===== src/rtl/audio_pkg.sv =====
// Shared audio definitions: envelope state encoding, volume ceiling and the
// level-to-peak amplitude table used by the note arbiter and tone generators.
package audio_pkg;

  localparam logic [3:0] VOL_MAX = 4'd15;

  typedef enum logic [1:0] {
    ST_IDLE    = 2'd0,
    ST_ATTACK  = 2'd1,
    ST_SUSTAIN = 2'd2,
    ST_RELEASE = 2'd3
  } env_state_e;

  // Positive square-wave peak for an envelope level. Odd levels use 0x999 in
  // the low 12 bits and even levels 0xFFF, giving roughly 0.6/1.0 steps per
  // high-nibble increment.
  function automatic logic [15:0] amp_of_level(input logic [3:0] level);
    logic [15:0] amp;
    logic [3:0]  lm1;
    amp = '0;
    lm1 = level - 4'd1;
    if (level != 4'd0) begin
      amp = {1'b0, lm1[3:1], (level[0] ? 12'h999 : 12'hFFF)};
    end
    return amp;
  endfunction

endpackage


===== src/rtl/step_prescaler.sv =====
// Envelope step prescaler: free-running counter 0..STEP_CYCLES-1 that pulses
// step_o for one cycle on the final count.
//   clk_i   : system clock
//   rst_i   : synchronous active-high reset
//   clear_i : synchronous counter clear (restarts the step period)
//   step_o  : one-cycle step strobe
module step_prescaler #(
  parameter int STEP_CYCLES = 100000
) (
  input  logic clk_i,
  input  logic rst_i,
  input  logic clear_i,
  output logic step_o
);

  localparam int CNT_W = $clog2(STEP_CYCLES);
  localparam logic [CNT_W-1:0] LAST = CNT_W'(STEP_CYCLES - 1);

  logic [CNT_W-1:0] count_q;
  logic [CNT_W-1:0] count_d;

  assign step_o = (count_q == LAST);

  always_comb begin
    count_d = count_q + CNT_W'(1);
    if (clear_i || step_o) begin
      count_d = '0;
    end
  end

  always_ff @(posedge clk_i) begin
    if (rst_i) begin
      count_q <= '0;
    end else begin
      count_q <= count_d;
    end
  end

endmodule


===== src/rtl/note_voice_arbiter.sv =====
// Note voice arbiter: grants the shared tone path to one of N_KEYS keys
// (most-recent press wins, legato fallback to lowest held key) and runs an
// IDLE/ATTACK/SUSTAIN/RELEASE envelope ramping toward the user volume.
//   clk, rst   : system clock, synchronous active-high reset
//   key_req    : debounced key levels, 1 = held
//   volume     : target envelope level 0..15
//   note_valid : a note is sounding (state != IDLE)
//   note_sel   : index of granted key
//   env_level  : current envelope level
//   amp_max    : positive peak for env_level
//   amp_min    : two's-complement negative of amp_max
module note_voice_arbiter
  import audio_pkg::*;
#(
  parameter int N_KEYS      = 3,
  parameter int STEP_CYCLES = 100000,
  parameter int SEL_W       = (N_KEYS > 1) ? $clog2(N_KEYS) : 1
) (
  input  logic              clk,
  input  logic              rst,
  input  logic [N_KEYS-1:0] key_req,
  input  logic [3:0]        volume,
  output logic              note_valid,
  output logic [SEL_W-1:0]  note_sel,
  output logic [3:0]        env_level,
  output logic [15:0]       amp_max,
  output logic [15:0]       amp_min
);

  env_state_e        state_q, state_d;
  logic [3:0]        env_q, env_d;
  logic [SEL_W-1:0]  sel_q, sel_d;
  logic [N_KEYS-1:0] key_q;

  logic [N_KEYS-1:0] rise;
  logic              rise_any;
  logic              held_any;
  logic [SEL_W-1:0]  rise_idx;
  logic [SEL_W-1:0]  held_idx;
  logic              granted_held;
  logic              step;
  logic              presc_clr;

  step_prescaler #(
    .STEP_CYCLES(STEP_CYCLES)
  ) u_step_prescaler (
    .clk_i  (clk),
    .rst_i  (rst),
    .clear_i(presc_clr),
    .step_o (step)
  );

  assign rise         = key_req & ~key_q;
  assign granted_held = key_req[sel_q];

  // Lowest-index encoders for new presses and for currently held keys.
  always_comb begin
    rise_any = 1'b0;
    held_any = 1'b0;
    rise_idx = '0;
    held_idx = '0;
    for (int unsigned i = 0; i < N_KEYS; i++) begin
      if (rise[i] && !rise_any) begin
        rise_any = 1'b1;
        rise_idx = SEL_W'(i);
      end
      if (key_req[i] && !held_any) begin
        held_any = 1'b1;
        held_idx = SEL_W'(i);
      end
    end
  end

  always_comb begin
    state_d   = state_q;
    env_d     = env_q;
    sel_d     = sel_q;
    presc_clr = 1'b0;
    case (state_q)
      ST_IDLE: begin
        env_d = '0;
        if (rise_any) begin
          state_d   = ST_ATTACK;
          sel_d     = rise_idx;
          presc_clr = 1'b1;
        end
      end
      ST_ATTACK: begin
        if (!held_any) begin
          state_d = ST_RELEASE;
        end else begin
          if (rise_any) begin
            sel_d = rise_idx;
          end else if (!granted_held) begin
            sel_d = held_idx;
          end
          // A fresh press keeps us in ATTACK even if the level is reached.
          if (!rise_any && (env_q >= volume)) begin
            state_d = ST_SUSTAIN;
          end else if (step && (env_q < volume) && (env_q != VOL_MAX)) begin
            env_d = env_q + 4'd1;
          end
        end
      end
      ST_SUSTAIN: begin
        if (rise_any) begin
          state_d = ST_ATTACK;
          sel_d   = rise_idx;
        end else if (!held_any) begin
          state_d = ST_RELEASE;
        end else begin
          if (!granted_held) begin
            sel_d = held_idx;
          end
          if (step) begin
            if ((env_q < volume) && (env_q != VOL_MAX)) begin
              env_d = env_q + 4'd1;
            end else if ((env_q > volume) && (env_q != 4'd0)) begin
              env_d = env_q - 4'd1;
            end
          end
        end
      end
      ST_RELEASE: begin
        if (rise_any) begin
          state_d = ST_ATTACK;
          sel_d   = rise_idx;
        end else if (env_q == 4'd0) begin
          state_d = ST_IDLE;
        end else if (step) begin
          env_d = env_q - 4'd1;
          // Leave on the same edge the level lands at zero.
          if (env_q == 4'd1) begin
            state_d = ST_IDLE;
          end
        end
      end
      default: begin
        state_d = ST_IDLE;
        env_d   = '0;
      end
    endcase
  end

  always_ff @(posedge clk) begin
    if (rst) begin
      state_q <= ST_IDLE;
      env_q   <= '0;
      sel_q   <= '0;
      key_q   <= '0;
    end else begin
      state_q <= state_d;
      env_q   <= env_d;
      sel_q   <= sel_d;
      key_q   <= key_req;
    end
  end

  assign note_valid = (state_q != ST_IDLE);
  assign note_sel   = sel_q;
  assign env_level  = env_q;
  assign amp_max    = amp_of_level(env_q);
  assign amp_min    = 16'h0000 - amp_max;

endmodule


===== config.mk =====
export PLATFORM = sky130hd
export DESIGN_NAME = note_voice_arbiter
export DESIGN_NICKNAME = d
export VERILOG_FILES = /design/src/rtl/audio_pkg.sv /design/src/rtl/step_prescaler.sv /design/src/rtl/note_voice_arbiter.sv
export SDC_FILE = /design/constraint.sdc
export NUM_CORES = 1
export LEC_CHECK = 0
export ABC_AREA = 1
export BUFFER_PORTS_ARGS = -buffer_cell sky130_fd_sc_hd__buf_2
export CAP_MARGIN = 20
export CORE_AREA = 5 5 67 69
export DETAILED_ROUTE_END_ITERATION = 12
export DIE_AREA = 0 0 72 74
export MAX_ROUTING_LAYER = met4
export PLACE_DENSITY = 0.85
export SLEW_MARGIN = 10
export SYNTH_ARGS = -nofsm -noshare
export SYNTH_HDL_FRONTEND = slang
export SYNTH_SLANG_ARGS = --single-unit

===== constraint.sdc =====
create_clock -name clk -period 4.8 [get_ports clk]
set_clock_uncertainty 0.2 [all_clocks]
set_input_delay 0.72 -clock clk [delete_from_list [all_inputs] [get_ports clk]]
set_output_delay 0.72 -clock clk [all_outputs]
set_load 0.02 [all_outputs]

==> impl_results.md <==
- Detailed Route Iter0 Violations: 112
- Area of the multi-input gates: 1210 sq um
- Synthesis-to-finish area growth: 6.43%
- CTS clock-pin slew for the worst setup and hold paths: 0.09 ns
- R2R Path End: env_level[1]
- Smallest hold slack: 0.256 ns
- Core area: 3860 sq um
- Max_cap viols: 0
- Register Area: 561 sq um
- Clock Path Buffers: 2
- Sequential element share of the synthesized area: 0.262
- GRT overflow: 0
- Via density: 4.91
- CTS sink count: 28
- Register-to-Register Setup Slack: 2.66 ns
- Status: finished, final reports clean
- Tcrit/Tclk final: 0.579
- Wire length on met2: 1980 um
- Worst EP required: 3.88 ns
- Critical path cell sequence: inv_1, ha_1, inv_1, nor2_8, nor2_1, buf_2
- IO Count: 48
- YS warnings: 0
- Final hold viol count: 0
- Vias in the first global route: 1765
- N_diodes: 0
- Arrival @ worst endpoint: 1.86 ns
- FMAX: 360 MHz
- Initial core utilization: 0.555
- CTS buffer count: 3
- Crit-path max cell delay: 0.48 ns
- Syn Area/Cell: 6.59 sq um
- Most common cell after layout, fill and taps aside: nand2_1
- Critical setup path kind: reg2out
- Crit path depth: 6
- Slew Limit Fails: 0
- DIE AREA: 5330 sq um
- Critical Path End Type: output pin
- WP buf/inv: 3
- Synthesized flop and latch total: 28
- Largest delay share family, worst path: buffers and inverters
- Fin crit period: 2.78 ns
- Reg-to-reg startpoint: env_level[0]
- Post-DR wirelength/cell: 10.7 um
- Post-Syn Area: 2140 sq um
- RSZ-0062 raised after global routing: false
- Critical path endpoint: amp_max[1]
- Worst setup startpoint: env_level[0]
- Nets@finish: 371
- Worst Tran Pin Value: 0.569 ns
- Routed WL: 4270 um
- Hold path startpoint: u_step_prescaler.count_q[0]
- Fillers: 370
- Largest net degree at the start of global routing: 16
- CTS HTree Levels: 1
- GRT Util Overall: 0.166
- Setup Total Neg Slack: 0 ns
- HP Class: reg2reg
- DP Wirelength: 3510 um
- DRC viols: 0
- Post-CTS setup buffers: 0
- Die H: 74 um
- Critical path's slowest cell: dfxtp_1
- Layout cells sized above 1: 0.190
- Post-route ant nets: 0
- CP Launch Type: flop
- Wire length on met3: 266 um
- Clk_lat worst skew: 0.27 ns
- Final Setup Violations: 0
- VDD IR max: 0.249 mV
- CTS tree: done
- Antenna violations before repair: 0
- Gate count of the mapped netlist: 325
- Most frequent cells in the layout: nand2_1, inv_1, buf_2, nor2_1, dfxtp_1
- Number of core rows: 23
- Pwr dens: 371 nW/um^2
- Yosys cell types: 34
- DR top layer: met4
- CP max FO: 10
- Slew Limit Headroom: 0.620
- PortBufs: 41
- First-pass GRT wire length: 7140 um
- Drt pass-1 iters: 4
- Placer Congestion: 0.907
- Post-cts gate resize count: 0
- Vias: 1954
- Leak Pwr: 1.16 nW
- Clock Root Buffer: clkbuf_8
- Die X: 72 um
- Most used cell, CP: inv_1
- Metal1 wirelength: 2000 um
- Hold Buf Count CTS: 0
- Worst R2R Path Depth: 12
-- final cells by class --
class / instances / share of cell area
Timing Repair Buffer: 41 / 0.0901
Sequential cell: 28 / 0.246
Tap cell: 50 / 0.0275
Inverter: 53 / 0.0873
Multi-Input combinational cell: 223 / 0.531
Clock buffer: 3 / 0.0181
-- logic make-up after synthesis --
group / after synthesis / synth area share
adders and majority gates: 12 / 0.0701
AOI/OAI and AO/OA: 37 / 0.0941
xor gates and xnor gates: 9 / 0.0368
other: 1 / 0.00175
and+or+nand+nor: 159 / 0.354
DFF: 28 / 0.262
buffers and inverters: 79 / 0.182
-- state kept, by name, summed over array words and instances (netlist names) --
signal,cells
u_step_prescaler.count_q,17
key_q,3
env_level,4
note_sel,2
state_q,2
-- cell usage after synthesis --
| library cell | n | share of area |
|---|---|---|
| o21ai_0 | 11 | 0.026 |
| o2111ai_1 | 1 | 0.0041 |
| inv_2 | 4 | 0.0070 |
| dfxtp_1 | 28 | 0.26 |
| nand2_1 | 69 | 0.12 |
| conb_1 | 1 | 0.0018 |
| nand4_1 | 6 | 0.018 |
| nor3_2 | 1 | 0.0047 |
| xor2_1 | 7 | 0.029 |
| o211ai_1 | 1 | 0.0035 |
| nand2_2 | 4 | 0.012 |
| nor3b_1 | 2 | 0.0070 |
| a31oi_1 | 2 | 0.0058 |
| nor2_2 | 4 | 0.012 |
| inv_1 | 48 | 0.084 |
| buf_2 | 2 | 0.0047 |
| nor2_8 | 1 | 0.0094 |
| nand3b_1 | 1 | 0.0035 |
| a21oi_1 | 19 | 0.044 |
| clkbuf_1 | 1 | 0.0018 |
| clkinv_1 | 1 | 0.0018 |
| nor2_4 | 4 | 0.021 |
| nand3b_4 | 1 | 0.0094 |
| xnor2_1 | 2 | 0.0082 |
| nand3_2 | 2 | 0.0094 |
| ha_1 | 12 | 0.070 |
| buf_4 | 22 | 0.077 |
| or2_2 | 1 | 0.0029 |
| nor2_1 | 39 | 0.068 |
| nor3_1 | 5 | 0.012 |
| buf_6 | 1 | 0.0053 |
| a21boi_0 | 1 | 0.0035 |
| o21a_1 | 2 | 0.0070 |
| nand3_1 | 19 | 0.044 |
-- worst min path at each step --
stage | to | cells after the start
after floorplan | u_step_prescaler.count_q[0] | 1
after global placement | u_step_prescaler.count_q[0] | 1
after detailed placement | u_step_prescaler.count_q[0] | 1
after CTS | u_step_prescaler.count_q[0] | 1
after global routing | u_step_prescaler.count_q[0] | 1
final | u_step_prescaler.count_q[0] | 1
-- power breakdown --
group,internal (mW),leakage [nW],switching [mW],total (mW)
sequential,0.251,0.227,0.0209,0.272
clock,0.0562,0.0216,0.0667,0.123
combinational,0.145,0.914,0.305,0.451
total,0.452,1.16,0.393,0.845
-- metal layers --
| layer | vias to the layer above | GRT usage |
|---|---|---|
| li1 | 1037 | - |
| met1 | 866 | 0.204 |
| met2 | 49 | 0.286 |
| met3 | 2 | 0.0203 |
| met4 | 0 | 0.0522 |
| met5 | - | - |
-- worst reg2reg max path: cells and delay by family (launching register included) --
family / cells / cell delay [ns]
AND/OR/NAND/NOR: 7 / 0.62
flip-flops: 1 / 0.48
buffers and inverters: 3 / 0.39
adder cells (fa/ha/maj): 1 / 0.29
AO/OA/AOI/OAI: 1 / 0.06
-- per-stage QoR --
step | instances | area [sq um] | power (mW) | utilization | worst slack [ns]
after CTS | 398 | 2280 | 0.852 | 0.591 | 1.98
after floorplan | 330 | 2160 | 0.656 | - | 2.05
after global placement | 395 | 2240 | 0.721 | 0.580 | 2.31
final | 398 | 2280 | 0.845 | 0.591 | 2.02
after detailed placement | 395 | 2240 | 0.729 | 0.580 | 2.29
after global routing | 398 | 2280 | 0.917 | 0.591 | 1.86
(Power assumes the default switching activity.)
